===== config.mk =====
export PLATFORM = sky130hd
export DESIGN_NAME = run_length_detector_flat
export DESIGN_NICKNAME = d
export VERILOG_FILES = /design/src/rtl/run_length_detector_if.sv /design/src/rtl/run_length_detector.sv /design/src/flat_wrapper.sv
export SDC_FILE = /design/constraint.sdc
export NUM_CORES = 1
export LEC_CHECK = 0
export CORE_AREA = 5 5 42 44
export DETAILED_ROUTE_END_ITERATION = 16
export DIE_AREA = 0 0 47 49
export DONT_BUFFER_PORTS = 1
export MAX_ROUTING_LAYER = met4
export SLEW_MARGIN = 5
export SYNTH_ARGS = -nofsm -noshare
export SYNTH_HDL_FRONTEND = slang
export SYNTH_SLANG_ARGS = --single-unit

===== constraint.sdc =====
create_clock -name clk -period 1.75 [get_ports clk]
set_clock_uncertainty 0.15 [all_clocks]
set_input_delay 0.4375 -clock clk [delete_from_list [all_inputs] [get_ports clk]]
set_output_delay 0.4375 -clock clk [all_outputs]
set_load 0.01 [all_outputs]

===== src/rtl/run_length_detector_if.sv =====
// Sample/flag bundle for run_length_detector. det_clr/det_count exist only when
// RUN_DET_COUNT_EN is defined.
interface run_length_detector_if #(
  parameter int unsigned CNT_W = 3,
  parameter int unsigned DET_W = 8
);
  logic             in_valid;
  logic             in;
  logic             mode_restart;
  logic             out;
  logic             out_zero;
  logic             out_one;
  logic [CNT_W-1:0] run_cnt;
`ifdef RUN_DET_COUNT_EN
  logic             det_clr;
  logic [DET_W-1:0] det_count;

  modport master (
    output in_valid, in, mode_restart, det_clr,
    input  out, out_zero, out_one, run_cnt, det_count
  );
  modport slave (
    input  in_valid, in, mode_restart, det_clr,
    output out, out_zero, out_one, run_cnt, det_count
  );
`else
  modport master (
    output in_valid, in, mode_restart,
    input  out, out_zero, out_one, run_cnt
  );
  modport slave (
    input  in_valid, in, mode_restart,
    output out, out_zero, out_one, run_cnt
  );

  if (DET_W == 0) begin : g_det_w_check
    $error("DET_W must be nonzero");
  end
`endif
endinterface


===== src/rtl/run_length_detector.sv =====
// Detects RUN_LEN consecutive identical valid samples (all-0 or all-1), sticky or restart mode.
// Optional saturating detection-event counter enabled by defining RUN_DET_COUNT_EN.
module run_length_detector #(
  parameter int unsigned RUN_LEN = 4,
  parameter int unsigned CNT_W   = 3,
  parameter int unsigned DET_W   = 8
) (
  input logic                  clk,
  input logic                  reset,
  run_length_detector_if.slave bus
);

  typedef enum logic [1:0] {StIdle, StRun0, StRun1} state_e;

  localparam logic [CNT_W-1:0] RunLenC = CNT_W'(RUN_LEN);
  localparam logic [CNT_W-1:0] CntOne  = CNT_W'(1);

  if (RUN_LEN < 1 || RUN_LEN >= (2 ** CNT_W) || DET_W < 1) begin : g_param_check
    $error("RUN_LEN must be in 1..2**CNT_W-1 and DET_W nonzero");
  end

  state_e           state_q, state_d;
  logic [CNT_W-1:0] cnt_q, cnt_d;

  always_ff @(posedge clk or negedge reset) begin
    if (!reset) begin
      state_q <= StIdle;
      cnt_q   <= '0;
    end else begin
      state_q <= state_d;
      cnt_q   <= cnt_d;
    end
  end

  always_comb begin
    state_d = state_q;
    cnt_d   = cnt_q;
    if (bus.in_valid) begin
      case (state_q)
        StRun0, StRun1: begin
          if (bus.in == (state_q == StRun1)) begin
            if (cnt_q < RunLenC) begin
              cnt_d = cnt_q + CntOne;
            end else if (bus.mode_restart) begin
              cnt_d = CntOne;
            end
          end else begin
            // Polarity change starts the opposite run directly, no pass through idle.
            state_d = bus.in ? StRun1 : StRun0;
            cnt_d   = CntOne;
          end
        end
        default: begin
          state_d = bus.in ? StRun1 : StRun0;
          cnt_d   = CntOne;
        end
      endcase
    end
  end

  always_comb begin
    bus.out_zero = (state_q == StRun0) && (cnt_q == RunLenC);
    bus.out_one  = (state_q == StRun1) && (cnt_q == RunLenC);
    bus.out      = bus.out_zero | bus.out_one;
    bus.run_cnt  = cnt_q;
  end

`ifdef RUN_DET_COUNT_EN
  logic             det_event;
  logic [DET_W-1:0] det_q, det_d;

  // Sticky hold at RUN_LEN is not a new event, except for RUN_LEN=1 where every
  // consumed sample raises the flag.
  always_comb begin
    det_event = bus.in_valid && (cnt_d == RunLenC) &&
                !((state_d == state_q) && (cnt_q == RunLenC) && (RUN_LEN > 1));
    det_d = det_q;
    if (bus.det_clr) begin
      det_d = det_event ? DET_W'(1) : '0;
    end else if (det_event && (det_q != '1)) begin
      det_d = det_q + DET_W'(1);
    end
  end

  always_ff @(posedge clk or negedge reset) begin
    if (!reset) begin
      det_q <= '0;
    end else begin
      det_q <= det_d;
    end
  end

  assign bus.det_count = det_q;
`endif

endmodule


===== src/flat_wrapper.sv =====
// flat-port wrapper written by rule: the top's interface ports become plain ports
module run_length_detector_flat 
#(
  parameter int unsigned RUN_LEN = 4,
  parameter int unsigned CNT_W   = 3,
  parameter int unsigned DET_W   = 8
)
  (clk, reset, bus_in_valid, bus_in, bus_mode_restart, bus_out, bus_out_zero, bus_out_one, bus_run_cnt);
  run_length_detector_if #(.CNT_W(CNT_W), .DET_W(DET_W)) bus_i ();
  input logic clk;
  input logic reset;
  input wire logic [$bits(bus_i.in_valid)-1:0] bus_in_valid;
  input wire logic [$bits(bus_i.in)-1:0] bus_in;
  input wire logic [$bits(bus_i.mode_restart)-1:0] bus_mode_restart;
  output wire logic [$bits(bus_i.out)-1:0] bus_out;
  output wire logic [$bits(bus_i.out_zero)-1:0] bus_out_zero;
  output wire logic [$bits(bus_i.out_one)-1:0] bus_out_one;
  output wire logic [$bits(bus_i.run_cnt)-1:0] bus_run_cnt;
  assign bus_i.in_valid = bus_in_valid;
  assign bus_i.in = bus_in;
  assign bus_i.mode_restart = bus_mode_restart;
  assign bus_out = bus_i.out;
  assign bus_out_zero = bus_i.out_zero;
  assign bus_out_one = bus_i.out_one;
  assign bus_run_cnt = bus_i.run_cnt;
  run_length_detector #(.RUN_LEN(RUN_LEN), .CNT_W(CNT_W), .DET_W(DET_W)) u_core (.clk(clk), .reset(reset), .bus(bus_i));
endmodule

## Word level (Yosys, flattened, before mapping)

Index checks and enable logic that the tools add are counted.

| storage, ports and cells | value |
|---|---|
| output and inout port bits | 6 |
| register bits after elaboration | 5 |
| logic and storage cells | 23 |
| bits of input ports | 5 |

| operators by class | value |
|---|---|
| add/sub/neg operators | 1 |
| bitwise operators | 1 |
| reduce and logical (&&, ||, !) cells | 5 |
| order comparisons | 1 |
| equality and inequality tests | 6 |
| mux-type cells | 7 |

Operator list:

| operator | count |
|---|---|
| $mux 3 | 4 |
| $mux 2 | 3 |
| $ne 4x4->1 const B | 1 |
| $reduce_and 2->1 | 2 |
| $add 3x1->3 const B | 1 |
| $eq 3x3->1 const B | 1 |
| $lt 3x3->1 const B | 1 |
| $eq 2x1->1 const B | 1 |
| $eq 2x2->1 const B | 1 |
| $logic_and 1x1->1 | 2 |
| $ne 2x2->1 const B | 1 |
| $reduce_or 2->1 | 1 |
| $eq 1x1->1 | 1 |
| $or 1x1->1 | 1 |

## Depth between registers and ports, before layout

| logic depth | value |
|---|---|
| depth after elaboration | 4 |
| gate-level depth with buffers | 5 |

## Worst setup path before layout

OpenSTA, ideal clock, no wires.

| path | value |
|---|---|
| path type | reg-to-output |
| from | register u_core.cnt_q[0], in the netlist u_core.bus.run_cnt[0] |
| to | output port bus_out |
| arrival | 1.215 ns |
| setup slack | -0.053 ns |
| cell stages (with the launch flop) | 5 |
| path through | dfrtp_1 inv_1 ha_1 and3_2 or2_2 |

| on the way | value |
|---|---|
| cells in the longest elaborated chain, start to end | 3 |
| elaborated cells on any way between the ends | 4 |
| classes of those cells | eq/ne: 1; bitwise: 1; reduce/logical: 2 |

RTL lines:

| item | line | source |
|---|---|---|
| start, declared | run_length_detector.sv:23 | `logic [CNT_W-1:0] cnt_q, cnt_d;` |
| start signal, assigned | run_length_detector.sv:31 | `cnt_q <= cnt_d;` |
| $eq 3x3->1 | run_length_detector.sv:62 | `bus.out_zero = (state_q == StRun0) && (cnt_q == RunLenC);` |
| $logic_and 1x1->1 | run_length_detector.sv:62 |  |
| via bus_out_zero | flat_wrapper.sv:16 | `output wire logic [$bits(bus_i.out_zero)-1:0] bus_out_zero;` |
| $or 1x1->1 | run_length_detector.sv:64 | `bus.out = bus.out_zero \| bus.out_one;` |
| end, declared | flat_wrapper.sv:15 | `output wire logic [$bits(bus_i.out)-1:0] bus_out;` |

The timed path passes the listed nets, and every way through them passes these cells.

## Worst setup path in the final report

| path | value |
|---|---|
| from | register u_core.state_q[0] |
| to | output port bus_out |

| on the way | value |
|---|---|
| cells in the longest elaborated chain, start to end | 3 |
| elaborated cells on any way between the ends | 5 |
| classes of those cells | eq/ne: 2; bitwise: 1; reduce/logical: 2 |

RTL lines:

| item | line | source |
|---|---|---|
| start, declared | run_length_detector.sv:22 | `state_e state_q, state_d;` |
| start signal, assigned | run_length_detector.sv:27 | `state_q <= StIdle;` |
| start signal, assigned | run_length_detector.sv:30 | `state_q <= state_d;` |
| $eq 2x1->1 / $eq 2x2->1 (equally long branches) | run_length_detector.sv:62, run_length_detector.sv:63 |  |
| $logic_and 1x1->1, on equally long branches | run_length_detector.sv:62, run_length_detector.sv:63 |  |
| $or 1x1->1 (*) | run_length_detector.sv:64 |  |

Every way passes the cells marked *; elsewhere a longest branch is shown, timed or not.

==> metrics.md <==
| Metric | Value |
|---|---|
| Slew headroom | `79.74%` |
| Met1 usage | `7.350%` |
| Drt first pass iters | `2` |
| Ant diodes | `0` |
| Yosys cell types | `15` |
| Worst Path Max Fanout | `4` |
| Max-cap violations | `0` |
| Met2 GRT Util | `11.09%` |
| GRT overflow | `0` |
| R2R cell count | `7` |
| Synth Warn # | `0` |
| Clk buf depth | `2` |
| Kind of critical path | `flip-flop to primary output` |
| Post-synthesis sequential area ratio | `35.84%` |
| Worst-path clk slew | `0.04 ns` |
| Synth top area share | `35.84%` |
| Iteration-0 DRC Markers | `1` |
| H-tree depth | `1` |
| Comb power frac | `55.4%` |
| Tot GR Track Use | `7.759%` |
| Global-route wire length before repair | `1186 um` |
| Commonest non-fill, non-tap cells in the layout | `buf_4 (10), inv_1 (5), dfrtp_1 (5)` |
| Status | `complete, but fails checks` |
| Number of global-route vias before repair | `301` |
| Initial Util | `24.91%` |
| Sink Count | `5` |
| Layout net count | `59` |
| M3 GR Usage | `3.690%` |
| Routed wire length | `702 um` |
| WL/cell | `10.80 um` |
| Synth area leaders | `dfrtp_1 (36%), ha_1 (14%), inv_1 (6.5%)` |
| Detailed-placement wirelength estimate | `563.7 um` |
| Worst slew pin tran | `0.3006 ns` |
| Post-route insts no fill | `65` |
| Switch share | `36.55%` |
| Hold WC Path Type | `input pin to flip-flop` |
| Yosys reg bits | `5` |
| DP Cell Count | `56` |
| # port buffers | `0` |
| Synth Cell Area | `349.1 um2` |
| Initial antenna violation count | `0` |
| Worst Setup Start Kind | `flip-flop` |
| Final slew viol count | `0` |
| Area share of fa/ha/maj cells after synthesis | `14.34%` |
| Syn-to-layout area delta | `45.52%` |
| Die Area | `2303 um2` |
| Area of the multi-input gates | `225.2 um2` |
| P_sw | `0.2573 mW` |
| Critical Path AT | `1.24 ns` |
| Total power draw | `0.7039 mW` |
| Largest net degree at the start of global routing | `8` |
| Failing checks | `setup timing` |
| Synth Area in Simple Gates | `13.62%` |
| Placer Congestion | `0.6905` |
| Syn Area/Cell | `10.27 um2` |
| Compound-cell area share of the yosys netlist | `21.15%` |
| Post-DR vias/cell | `4.538` |
| Multiplexer area fraction after synthesis | `2.867%` |
| Row count | `14` |
| Worst Setup End Kind | `primary output` |
| Hold Vio Cnt, Final | `0` |
| Final period util | `104.5%` |
| RSZ-0062 raised after global routing | `yes` |
| Fmax achieved | `0.5469 GHz` |
| Worst IR Drop VDD | `0.0005972 V` |
| Fillers | `148` |
| Seq pwr share | `26.6%` |
| Power per cell area | `1386 nW/um2` |
| Pleak | `0.2339 nW` |
| Xor/xnor share of the synthesized area | `4.659%` |
| Clk pwr share | `18.0%` |
| GRT Max-Usage Layer | `met2` |
| Horiz. Die Dim | `47 um` |
| Core footprint | `1401 um2` |
| Setup violations, final | `2` |
| Largest family of logic cells by synthesized area | `compound AO/OA/AOI/OAI gates` |
| Vias | `295` |
| Sequential Area | `125.1 um2` |
| Root buffer cell | `clkbuf_4` |
| # IOs | `11` |
| Setup ws final | `-0.07857 ns` |
| Cell taking the most area after synthesis | `dfrtp_1` |
| Die height | `49 um` |
| Clk_lat worst skew | `0.23 ns` |
| Most common cell after layout, fill and taps aside | `buf_4` |
| Fraction of layout cells with a size suffix above 1 | `51.02%` |
| CTS tree | `yes` |
| Detail Route Antenna Nets | `0` |
| Tmin final | `1.829 ns` |
| Num CTS Buffers | `3` |
| DRC | `0` |
| Hold Crit Depth | `2` |
| Data required time of the worst path | `1.16 ns` |
| Post-Syn Instances | `34` |
| P_int | `0.4466 mW` |
| Syn nets | `43` |
power groups by stage:
stage | sequential [mW] | clock [mW] | combinational, mW
2_1_floorplan | 0.195 | 0 | 0.213
3_3_place_gp | 0.187 | 0 | 0.306
3_5_place_dp | 0.190 | 0 | 0.304
4_1_cts | 0.187 | 0.136 | 0.376
5_1_grt | 0.195 | 0.149 | 0.437
6_report | 0.187 | 0.127 | 0.390
routing by layer:
metal / vias to the layer above / share of wire, %
met1: 140 / 40
met2: 5 / 55
met4: 0 / 0
met3: 0 / 5.3
met5: - / 0
li1: 150 / -
stage by stage:
step / instance area, um2 / worst slack, ns / TNS [ns] / utilization, % / hold slack (ns)
finish: 508.0 / -0.07857 / -0.08676 / 36.25 / 0.2119
CTS: 500.5 / -0.1103 / -0.1224 / 35.71 / 0.2040
detailed placement: 416.7 / 0.07311 / 0 / 29.73 / -0.007971
global route: 508.0 / -0.1432 / -0.4148 / 36.25 / 0.1880
floorplan: 351.6 / 0.007551 / 0 / - / -0.008091
global placement: 416.7 / 0.08901 / 0 / 29.73 / -0.007979
logic make-up (layout without fill, tap and decap cells):
logic type,after synthesis,in the layout
compound gates,10,10
buf+inv,7,22
simple gates,6,6
flops,5,5
fa+ha+maj,4,4
xor+xnor,1,1
mux,1,1
critical path, stage by stage, from the launching register on:
cell	delay, ns
dfrtp_1	0.40
ha_2	0.19
and3_4	0.16
or2_4	0.25
sequential cells by signal (all words and copies together) (netlist names):
signal,flops
u_core.bus.run_cnt,3
u_core.state_q,2
area by class of cell:
cell class,instances,share of cell area [%]
clock buffers,4,5.172
multi-input cells,22,44.33
well taps,16,3.941
inverters,7,5.172
repair buffers,11,16.75
flip-flops and latches,5,24.63
synth_stat cells:
cell,count
inv_1,6
dfrtp_1,5
a21oi_1,4
ha_1,4
a22o_1,2
and3_2,2
o22ai_1,2
or2_2,2
inv_2,1
mux2i_1,1
nor4_2,1
o31ai_1,1
o41ai_2,1
or2b_1,1
xor2_2,1
final timing paths:
| check | start | endpoint | slack [ns] |
|---|---|---|---|
| min reg2reg | u_core.state_q[0] | u_core.state_q[0] | 0.46 |
| max | u_core.state_q[0] | bus_out | -0.08 |
| max reg2reg | u_core.state_q[0] | u_core.bus.run_cnt[0] | -0.01 |
| min | bus_in_valid | u_core.bus.run_cnt[0] | 0.21 |
| max in group asynchronous | reset | u_core.state_q[1] | 0.92 |
| min in group asynchronous | reset | u_core.bus.run_cnt[2] | 0.34 |
repair_timing:
action / CTS / global route
pin swaps: 1 / 1
hold buffers: 1 / 0
setup endpoints to repair: 3 / 3
hold endpoints to repair: 5 / 0
resized for setup: 7 / 0
setup buffers: 3 / 1
cloned: 0 / 0
(Power assumes the default switching activity.)
